===== src/rtl/fft_stage_sequencer.sv =====
// Level sequencer for the in-place radix-2 FFT: launches one address-generator
// pass per level, drains the butterfly pipeline, and hands the RAM back.
module fft_stage_sequencer #(
    parameter int LEVELS       = 12,
    parameter int DRAIN_CYCLES = 8
) (
    input  logic                      clk,
    input  logic                      reset,
    input  logic                      start,
    input  logic                      abort,
    output logic                      ready,
    output logic                      done,
    output logic                      aborted,
    output logic                      mem_sel,
    output logic                      addr_gen_go,
    input  logic                      addr_gen_busy,
    input  logic                      fft_data_valid,
    output logic [$clog2(LEVELS)-1:0] fft_level,
    output logic                      level_done
);
    localparam int LW = $clog2(LEVELS);
    localparam int CW = $clog2(DRAIN_CYCLES) + 1;
    localparam logic [LW-1:0] LAST_LEVEL = LW'(LEVELS - 1);
    localparam logic [CW-1:0] DRAIN_LAST = CW'(DRAIN_CYCLES - 1);
    localparam logic [1:0]    WAIT_LAST  = 2'd3;

    typedef enum logic [2:0] {
        S_IDLE,
        S_ISSUE,
        S_WAIT_BUSY,
        S_RUN,
        S_DRAIN,
        S_DONE,
        S_ABORT
    } state_t;

    state_t        r_state, w_state_next;
    logic [LW-1:0] r_level, w_level_next;
    logic [CW-1:0] r_drain_cnt, w_drain_cnt_next;
    logic [1:0]    r_wait_cnt, w_wait_cnt_next;
    logic [CW-1:0] w_drain_sat;
    logic          w_drain_exit;
    logic          w_abort_exit;
    logic          w_abortable;

    logic r_ready, r_done, r_aborted, r_mem_sel, r_go, r_level_done;

    // Drain counter saturates at its limit while the pipeline is still writing back.
    assign w_drain_sat = (r_drain_cnt == DRAIN_LAST) ? r_drain_cnt : r_drain_cnt + CW'(1);
    assign w_abortable = (r_state == S_ISSUE) || (r_state == S_WAIT_BUSY) ||
                         (r_state == S_RUN)   || (r_state == S_DRAIN);

    always_comb begin
        w_state_next     = r_state;
        w_level_next     = r_level;
        w_drain_cnt_next = r_drain_cnt;
        w_wait_cnt_next  = r_wait_cnt;
        w_drain_exit     = 1'b0;
        w_abort_exit     = 1'b0;

        unique case (r_state)
            S_IDLE: begin
                if (start) begin
                    w_state_next = S_ISSUE;
                    w_level_next = '0;
                end
            end
            S_ISSUE: begin
                w_state_next    = S_WAIT_BUSY;
                w_wait_cnt_next = '0;
            end
            S_WAIT_BUSY: begin
                // Bounded wait so a generator that never raises busy cannot hang us.
                if (addr_gen_busy || (r_wait_cnt == WAIT_LAST)) begin
                    w_state_next = S_RUN;
                end else begin
                    w_wait_cnt_next = r_wait_cnt + 2'd1;
                end
            end
            S_RUN: begin
                if (!addr_gen_busy) begin
                    w_state_next     = S_DRAIN;
                    w_drain_cnt_next = '0;
                end
            end
            S_DRAIN: begin
                w_drain_cnt_next = w_drain_sat;
                if ((r_drain_cnt == DRAIN_LAST) && !fft_data_valid) begin
                    w_drain_exit = 1'b1;
                    if (r_level == LAST_LEVEL) begin
                        w_state_next = S_DONE;
                    end else begin
                        w_state_next = S_ISSUE;
                        w_level_next = r_level + LW'(1);
                    end
                end
            end
            S_DONE: begin
                w_state_next = S_IDLE;
                w_level_next = '0;
            end
            S_ABORT: begin
                // The in-flight pass must finish and drain before the RAM is released.
                if (addr_gen_busy) begin
                    w_drain_cnt_next = '0;
                end else if ((r_drain_cnt == DRAIN_LAST) && !fft_data_valid) begin
                    w_abort_exit = 1'b1;
                    w_state_next = S_IDLE;
                    w_level_next = '0;
                end else begin
                    w_drain_cnt_next = w_drain_sat;
                end
            end
            default: begin
                w_state_next = S_IDLE;
                w_level_next = '0;
            end
        endcase

        if (abort && w_abortable) begin
            w_state_next     = S_ABORT;
            w_level_next     = r_level;
            w_drain_cnt_next = '0;
            w_drain_exit     = 1'b0;
        end
    end

    always_ff @(posedge clk) begin
        if (reset) begin
            r_state      <= S_IDLE;
            r_level      <= '0;
            r_drain_cnt  <= '0;
            r_wait_cnt   <= '0;
            r_ready      <= 1'b1;
            r_done       <= 1'b0;
            r_aborted    <= 1'b0;
            r_mem_sel    <= 1'b0;
            r_go         <= 1'b0;
            r_level_done <= 1'b0;
        end else begin
            r_state      <= w_state_next;
            r_level      <= w_level_next;
            r_drain_cnt  <= w_drain_cnt_next;
            r_wait_cnt   <= w_wait_cnt_next;
            r_ready      <= (w_state_next == S_IDLE);
            r_done       <= (w_state_next == S_DONE);
            r_aborted    <= w_abort_exit;
            r_mem_sel    <= (w_state_next != S_IDLE);
            r_go         <= (w_state_next == S_ISSUE);
            r_level_done <= w_drain_exit;
        end
    end

    assign ready       = r_ready;
    assign done        = r_done;
    assign aborted     = r_aborted;
    assign mem_sel     = r_mem_sel;
    assign addr_gen_go = r_go;
    assign fft_level   = r_level;
    assign level_done  = r_level_done;

endmodule


===== config.mk =====
export PLATFORM = sky130hd
export DESIGN_NAME = fft_stage_sequencer
export DESIGN_NICKNAME = d
export VERILOG_FILES = /design/src/rtl/fft_stage_sequencer.sv
export SDC_FILE = /design/constraint.sdc
export NUM_CORES = 1
export LEC_CHECK = 0
export CORE_MARGIN = 2
export CORE_UTILIZATION = 45
export DETAILED_ROUTE_END_ITERATION = 8
export PLACE_DENSITY = 0.71
export REMOVE_ABC_BUFFERS = 1
export SYNTH_ARGS = -nofsm -noshare
export SYNTH_HDL_FRONTEND = slang
export SYNTH_SLANG_ARGS = --single-unit

===== constraint.sdc =====
create_clock -name clk -period 1.48 [get_ports clk]
set_input_delay 0.37 -clock clk [delete_from_list [all_inputs] [get_ports clk]]
set_output_delay 0.37 -clock clk [all_outputs]
set_load 0.05 [all_outputs]

==> results of run 1 <==
-- routing by layer --
layer,GRT usage (%),vias to the layer above,share of wire (%)
li1,-,563,-
met1,30.9,592,39
met5,0,-,0
met4,11.5,0,2.7
met2,49.8,62,52
met3,4.00,13,6.1
-- layout make-up --
| type | count | area [µm²] | area share (%) |
|---|---|---|---|
| inverters | 2 | 7.51 | 0.413 |
| clock inverters | 1 | 5.00 | 0.275 |
| flip-flops and latches | 19 | 393 | 21.6 |
| well taps | 28 | 35.0 | 1.93 |
| multi-input cells | 96 | 783 | 43.1 |
| repair buffers | 58 | 572 | 31.5 |
| clock buffers | 3 | 22.5 | 1.24 |
-- stage by stage --
stage          power, W  setup TNS [ns]  instance area [µm²]
2_1_floorplan   0.00112           -1.82                 1020
3_3_place_gp    0.00155           -5.27                 1550
3_5_place_dp    0.00158           -5.95                 1550
4_1_cts         0.00191          -0.272                 1690
5_1_grt         0.00215           -1.19                 1820
6_report        0.00207          -0.623                 1820
-- synth_stat cells, drive strengths merged, types with 2 or more instances --
| cell | instances |
|---|---|
| o21a | 2 |
| buf | 3 |
| a211oi | 2 |
| clkbuf | 3 |
| o21ai | 8 |
| or3 | 2 |
| inv | 2 |
| and3b | 2 |
| a31o | 2 |
| nor2 | 15 |
| nand2b | 3 |
| dfxtp | 19 |
| ha | 3 |
| a31oi | 2 |
| nor2b | 7 |
| a21oi | 9 |
| nor4 | 3 |
| nand2 | 7 |
| nand3 | 5 |
-- registers in the layout (all words and copies together), names as in the netlist --
register     cells
addr_gen_go      1
done             1
aborted          1
r_state          3
mem_sel          1
r_wait_cnt       2
r_drain_cnt      4
fft_level        4
ready            1
level_done       1
-- power by group through the flow --
stage / registers (W) / clock network [W] / logic (W)
after floorplan: 0.000795 / 0 / 0.000324
after global placement: 0.000655 / 0 / 0.000891
after detailed placement: 0.000659 / 0 / 0.000918
after CTS: 0.000668 / 0.000279 / 0.000967
after global routing: 0.000670 / 0.000306 / 0.00118
final: 0.000665 / 0.000282 / 0.00112
-- timing repair --
item                       CTS  global route
pin swaps                   12            14
setup endpoints to repair   12            14
resized for setup           22            20
buffers inserted             4             8
-- placed cells by master, fill, tap and decap left out, types with 3 or more instances in the layout --
master and instances:
sky130_fd_sc_hd__dfxtp_1 13, sky130_fd_sc_hd__clkbuf_4 3, sky130_fd_sc_hd__a21oi_1 6, sky130_fd_sc_hd__nor2_1 12, sky130_fd_sc_hd__nand2_1 7, sky130_fd_sc_hd__o21ai_0 4
sky130_fd_sc_hd__clkdlybuf4s50_1 3, sky130_fd_sc_hd__buf_12 10, sky130_fd_sc_hd__dfxtp_2 4, sky130_fd_sc_hd__a21oi_2 3, sky130_fd_sc_hd__buf_4 41, sky130_fd_sc_hd__nor2b_1 6
sky130_fd_sc_hd__nand3_1 3
-- worst min-delay path: stages (launching register included) --
cell and delay [ns]:
sky130_fd_sc_hd__dfxtp_1 0.35, sky130_fd_sc_hd__o21ai_0 0.10, sky130_fd_sc_hd__a21oi_1 0.07
-- cell families after synthesis --
| logic type | count (synthesis) |
|---|---|
| compound gates | 37 |
| simple gates | 53 |
| buf+inv | 8 |
| flops | 19 |
| fa+ha+maj | 3 |
| xor+xnor | 2 |
| mux | 1 |
-- worst max-delay path by stage --
stage	startpoint	end	slack, ns
finish	r_drain_cnt[1]	addr_gen_go	-0.15
detailed placement	fft_data_valid	fft_level[3]	-0.51
floorplan	fft_level[0]	fft_level[3]	-0.34
global route	r_state[0]	r_drain_cnt[1]	-0.20
global placement	fft_data_valid	fft_level[3]	-0.45
CTS	fft_level[0]	fft_level[3]	-0.13
==> results list, run 1 <==
- After synthesis, the largest family of logic cells by area is simple AND/OR/NAND/NOR gates.
- Critical-path cell with the highest stage delay: sky130_fd_sc_hd__dfxtp_2
- Worst hold path class: flip-flop to flip-flop
* Initial DRC count: 100
- Max-cap violations in this run came to 0.
- Gpl congestion: 0.881
- In this run the most critical hold path is launched from r_wait_cnt[0].
- Share of final-layout standard cells stronger than drive strength 1: 52.0%
- Among all flip-flop cells after synthesis, the most frequent one is sky130_fd_sc_hd__dfxtp_1.
* Maximum level of the CTS H-tree: 1
- The worst setup path is launched from a flip-flop.
* Number of detailed-route iterations in the first pass: 4
- The number of antenna violations at the first check in global routing came to 0.
- Maximum number of pins on one net before global-route repair: 12
- Data arrival at the endpoint of the critical path: 1.85 ns
- Clock latency on the worst-skew pair, taken at its later pin, is 0.32 ns.
- Gate power share: 54.2%
* Hold EP: r_wait_cnt[0]
* Largest delay share family, worst path: simple AND/OR/NAND/NOR gates
* Ratio of routed vias to standard cells: 5.94
- Leakage Power: 0.731 nW
- Summed over its instances, the top area cell type makes up 36.3% of the synthesized netlist area.
* Count of buffering cells on the critical path with inverters included: 0
- In the routed design, unresolved DRC markers number 0.
- Worst hold margin: 0.555 ns
* Summed instance area of the synthesized netlist: 0.00105 mm²
- Hpwl dp: 2210 µm
* Number of cells produced by synthesis: 123
- In this run the critical register-to-register path is launched from r_drain_cnt[1].
- From synthesis to final layout, the design area changed by 73.4%.
- STA puts the critical path data required time at 1.70 ns.
- Sequential fraction of the synthesis area: 36.3%
* Min setup slack post-route: -0.155 ns
- Relative slew slack: 80.0%
* Clk slew on worst S/H paths: 0.12 ns
* Post-synthesis register bit count: 19
- Once the floorplan was initialized, standard cells occupied 47.4% of the core.
- The first global-routing pass estimated 5320 µm of wire.
* Hold Crit Depth: 2
* Wire length per cell after detailed routing: 19.6 µm
* Post-route insts no fill: 207
- Setup slack after placement: -0.514 ns
- In the global route stage, overall resource usage came out at 27.1%.
- The synthesized netlist devotes 24.3% of its cell area to compound gates.
- Simple-gate area share of the yosys netlist: 29.7%
- Kind of end point of the critical path: flip-flop
- Arithmetic-cell share of the synthesized area counting full adders, half adders and majority gates: 3.58%
- Cell count after placement: 193
- In the synthesized netlist, mux cells make up 0.955% of the area.
- Final worst-path cycle share: 110%
* Critical Path Stages: 6
* Max VDD drop: 883 µV
- TritonCTS clock tree: yes
* Transition at the pin with the smallest max-transition slack: 0.298 ns
- Antenna Violating Nets Remaining: 0
- Final max-slew violation count: 0
- Final Routed Wirelength: 4050 µm
- Share of async-settable or async-resettable flops after synthesis: 0%
* Share of total power in the clock network: 13.7%
- The number of hold violations in the final report came to 0.
- For this design the top-level I/O count stands at 16.
- Counting the buffers created by CTS gives 3.
- Setup violations remaining at the end of the flow were counted as 9.
- Switching part of the total: 40.7%
- Across all layers, the routed design uses 1230 vias.
* Core outline area: 0.00221 mm²
- In this run the register-to-register setup slack is -0.15 ns.
- # hold bufs at CTS: 0
- Net switching power: 0.000841 W
- Failing checks: setup timing
- Setup repair after global routing could not meet its margin everywhere.
- The via count of the first global-routing pass was 1158.
* Row cnt: 17
- Maximum fanout along the worst path: 5
* Critical path, cell by cell: ha_4 -> nand4bb_4 -> nor2_4 -> o21a_1 -> a21o_1 -> nor3b_2
* # clock sinks: 19
- Averaged over all synthesized cells, the footprint is 8.52 µm².
- After the last flow step, the layout net total stands at 189.
* Chip Width: 52.3 µm
* Clock period minus worst slack: 1.63 ns
* Max Clock Freq: 612 MHz
- The worst register-to-register path ends at addr_gen_go.
- Counting flops with a built-in enable in the synthesized netlist gives 0.
- Summing the areas of all xor and xnor instances in the mapped netlist gives 1.67% of the synthesized area.
* Run status: finished with violations
* Overall die area: 0.00273 mm²
- The root buffer cell chosen for the clock tree is sky130_fd_sc_hd__clkbuf_4.
- Measured on the finished design, the core utilization comes to 82.2%.
* Count of fill cells added during filler insertion: 127
* Synth top area cells: sky130_fd_sc_hd__dfxtp_1 36%, sky130_fd_sc_hd__nor2_1 5.4%, sky130_fd_sc_hd__a21oi_1 4.3%, sky130_fd_sc_hd__nor2b_1 4.2%, sky130_fd_sc_hd__ha_1 3.6%
- Sequential share of power: 32.1%
- The worst setup path is of the flip-flop to flip-flop kind.
- The largest total area in the synthesized netlist belongs to sky130_fd_sc_hd__dfxtp_1.
* Buffers on Ports: 15
* Clock tree skew after final layout: 0.00456 ns
* Largest stage delay on the critical path: 0.38 ns
- Int Power: 0.00123 W
- Synth Warn #: 0
- GRT Residual Overflow: 0
- Cell area power density: 1140 mW/mm²
* Worst reg2reg path depth: 6
- The clock passes through at most 2 buffers.
* Post-synthesis cell type count: 48
* Antenna diodes: 0
- The floorplan step set the die height to 52.3 µm.
Note: power is estimated with default switching activity, not from simulation.
==> run 2: changes to the inputs <==
- SLEW_MARGIN: not set -> 20
==> results of run 2 <==
Same layout as run 1: the final DEF is identical, and so are final timing and power.
==> run 3: changes to the inputs <==
- CORE_MARGIN: 2 -> not set
- SLEW_MARGIN: 20 -> 30
==> results list, run 3 (synthesis gave the netlist of run 1 again) <==
- Entering global routing, the biggest net connects 12 pins.
- The flow ran to the end, but the final reports show violations.
* Type of the worst setup path: flip-flop to flip-flop
* Overall die area: 0.00253 mm²
- Unrepaired setup endpoints after global routing: yes
- STA classifies the critical path startpoint as a flip-flop.
- The clock net in this run drives a total of 19 sinks.
* GRT Residual Overflow: 0
* Clk slew on worst S/H paths: 0.12 ns
* Post-layout power: 0.00206 W
- Failing checks: setup timing
- Across all setup checks in the final design, the least slack found is -0.147 ns.
- Boundary pin count: 16
* Number of buffers added by the clock tree synthesis step: 3
- Antenna diodes: 0
* Worst hold path class: flip-flop to flip-flop
- The number of antenna violations at the first check in global routing was 0.
- Once detail routing completed, the nets flagged for antenna violations numbered 0.
- Number of global-route vias before repair: 1132
* Post-route DRC: 0
- Wire length per cell after detailed routing: 16.9 µm
- TritonCTS built the clock tree.
- Maximum level of the CTS H-tree: 1
- Setup violations, final: 8
- Maximum fanout along the worst path: 4
- The first global-routing pass estimated 5010 µm of wire.
* Post-route cell area: 0.00179 mm²
- Final Hold Vio Count: 0
- Hold is met by 0.524 ns.
- Leakage Power: 0.697 nW
* Commonest non-fill, non-tap cell in the layout: sky130_fd_sc_hd__buf_4
- Input and output buffers added on the ports amount to 15.
* Final max-slew violation count: 0
- The floorplan has 17 rows.
- Chip Width: 50.3 µm
- Clock tree skew after final layout: 0.00702 ns
- After the last flow step, the layout net total stands at 182.
* Total Routing Usage GR: 26.8%
* Top library cells by usage in the layout, fill and taps aside: 32 x sky130_fd_sc_hd__buf_4, 12 x sky130_fd_sc_hd__dfxtp_1, 11 x sky130_fd_sc_hd__nor2_1
- STA puts the critical path data required time at 1.73 ns.
- Max Clock Freq: 615 MHz
- Cell area power density: 1150 mW/mm²
- Layout-stage area growth over the synthesis result: 70.6%
* Largest stage delay on the critical path: 0.37 ns
* Hpwl dp: 2100 µm
- The final critical path takes up 110% of the cycle.
* Critical-path cell with the highest stage delay: sky130_fd_sc_hd__dfxtp_2
- Critical path, cell by cell: ha_4 -> and3b_2 -> o211ai_2 -> nand4b_4 -> or3_1 -> a21oi_1
* Relative slew slack: 80.9%
- Max-cap viol count: 0
- Count of fill cells added during filler insertion: 138
* Max VDD drop: 1040 µV
* Clock period minus worst slack: 1.63 ns
- Ratio of routed vias to standard cells: 5.75
- Number of detailed-route iterations in the first pass: 4
* Total number of vias: 1150
* Initial DRC count: 29
- Post-layout utilization of the core: 80.9%
- Gpl congestion: 0.864
* Setup slack after placement: -0.494 ns
- In the final layout, the share of cells above drive strength 1 is 51.2%.
- Clock latency on the worst-skew pair: 0.31 ns
- Effective utilization at floorplan: 47.4%
- STA puts the critical path data arrival time at 1.88 ns.
- Kind of end point of the critical path: flip-flop
- The placed instances occupy a cell area of 0.00153 mm².
- The root buffer cell chosen for the clock tree is sky130_fd_sc_hd__clkbuf_4.
- Number of buffers between clock root and the deepest sink: 2
* Core outline area: 0.00221 mm²
- Wires add up to 3390 µm.
* Transition at the pin with the smallest max-transition slack: 0.283 ns
* Die height: 50.3 µm
## run 3: cell count changes in the layout (fill, tap and decap cells not counted), sizes merged
cell	delta
buf	-6
clkbuf	-1
## run 3: where the power goes
group	total [W]	switching [W]	internal (W)
Clock	0.000284	0.000183	0.000101
Sequential	0.000678	0.0000899	0.000589
Combinational	0.00110	0.000557	0.000542
Total	0.00206	0.000830	0.00123
## run 3: path summary, 6_finish.rpt
check,startpoint,endpoint,slack [ns],cells after the start
worst max-delay path,fft_level[0],fft_level[3],-0.15,6
worst min-delay path,r_wait_cnt[0],r_wait_cnt[0],0.52,2
worst max register to register,fft_level[0],fft_level[3],-0.15,6
worst min register to register,r_wait_cnt[0],r_wait_cnt[0],0.52,2
## run 3: layout make-up
cell class              count  area, µm²  area share (%)
clock buffers               3       22.5            1.26
inverters                   2       7.51           0.420
well taps                  28       35.0            1.96
clock inverters             1       5.00           0.280
multi-input cells          96        792            44.3
flip-flops and latches     19        394            22.0
repair buffers             51        533            29.8
## run 3: per-layer routing
metal  routed length, µm  GRT usage (%)  vias to the layer above
met2                1720           46.4                       38
met1                1440           32.4                      554
met4                  74           12.4                        0
li1                    -              -                      548
met3                 151           3.33                       10
met5                   0              0                        -
## run 3: stage by stage
step	instances	setup TNS, ns
CTS	199	-0.242
global placement	190	-5.33
floorplan	117	-1.82
finish	200	-0.433
global route	200	-0.908
detailed placement	190	-5.79
## run 3: worst max-delay path, delay by kind of cell (launching register included)
family,cells,cell delay [ns]
adder cells (fa/ha/maj),1,0.16
flip-flops,1,0.37
AO/OA/AOI/OAI,2,0.32
AND/OR/NAND/NOR,3,0.72
## run 3: repair_timing
action / CTS / global route
resized for setup: 21 / 27
hold buffers: 0 / 0
endpoints found under the setup margin: 10 / 17
buffers inserted: 5 / 2
pin swaps: 7 / 5
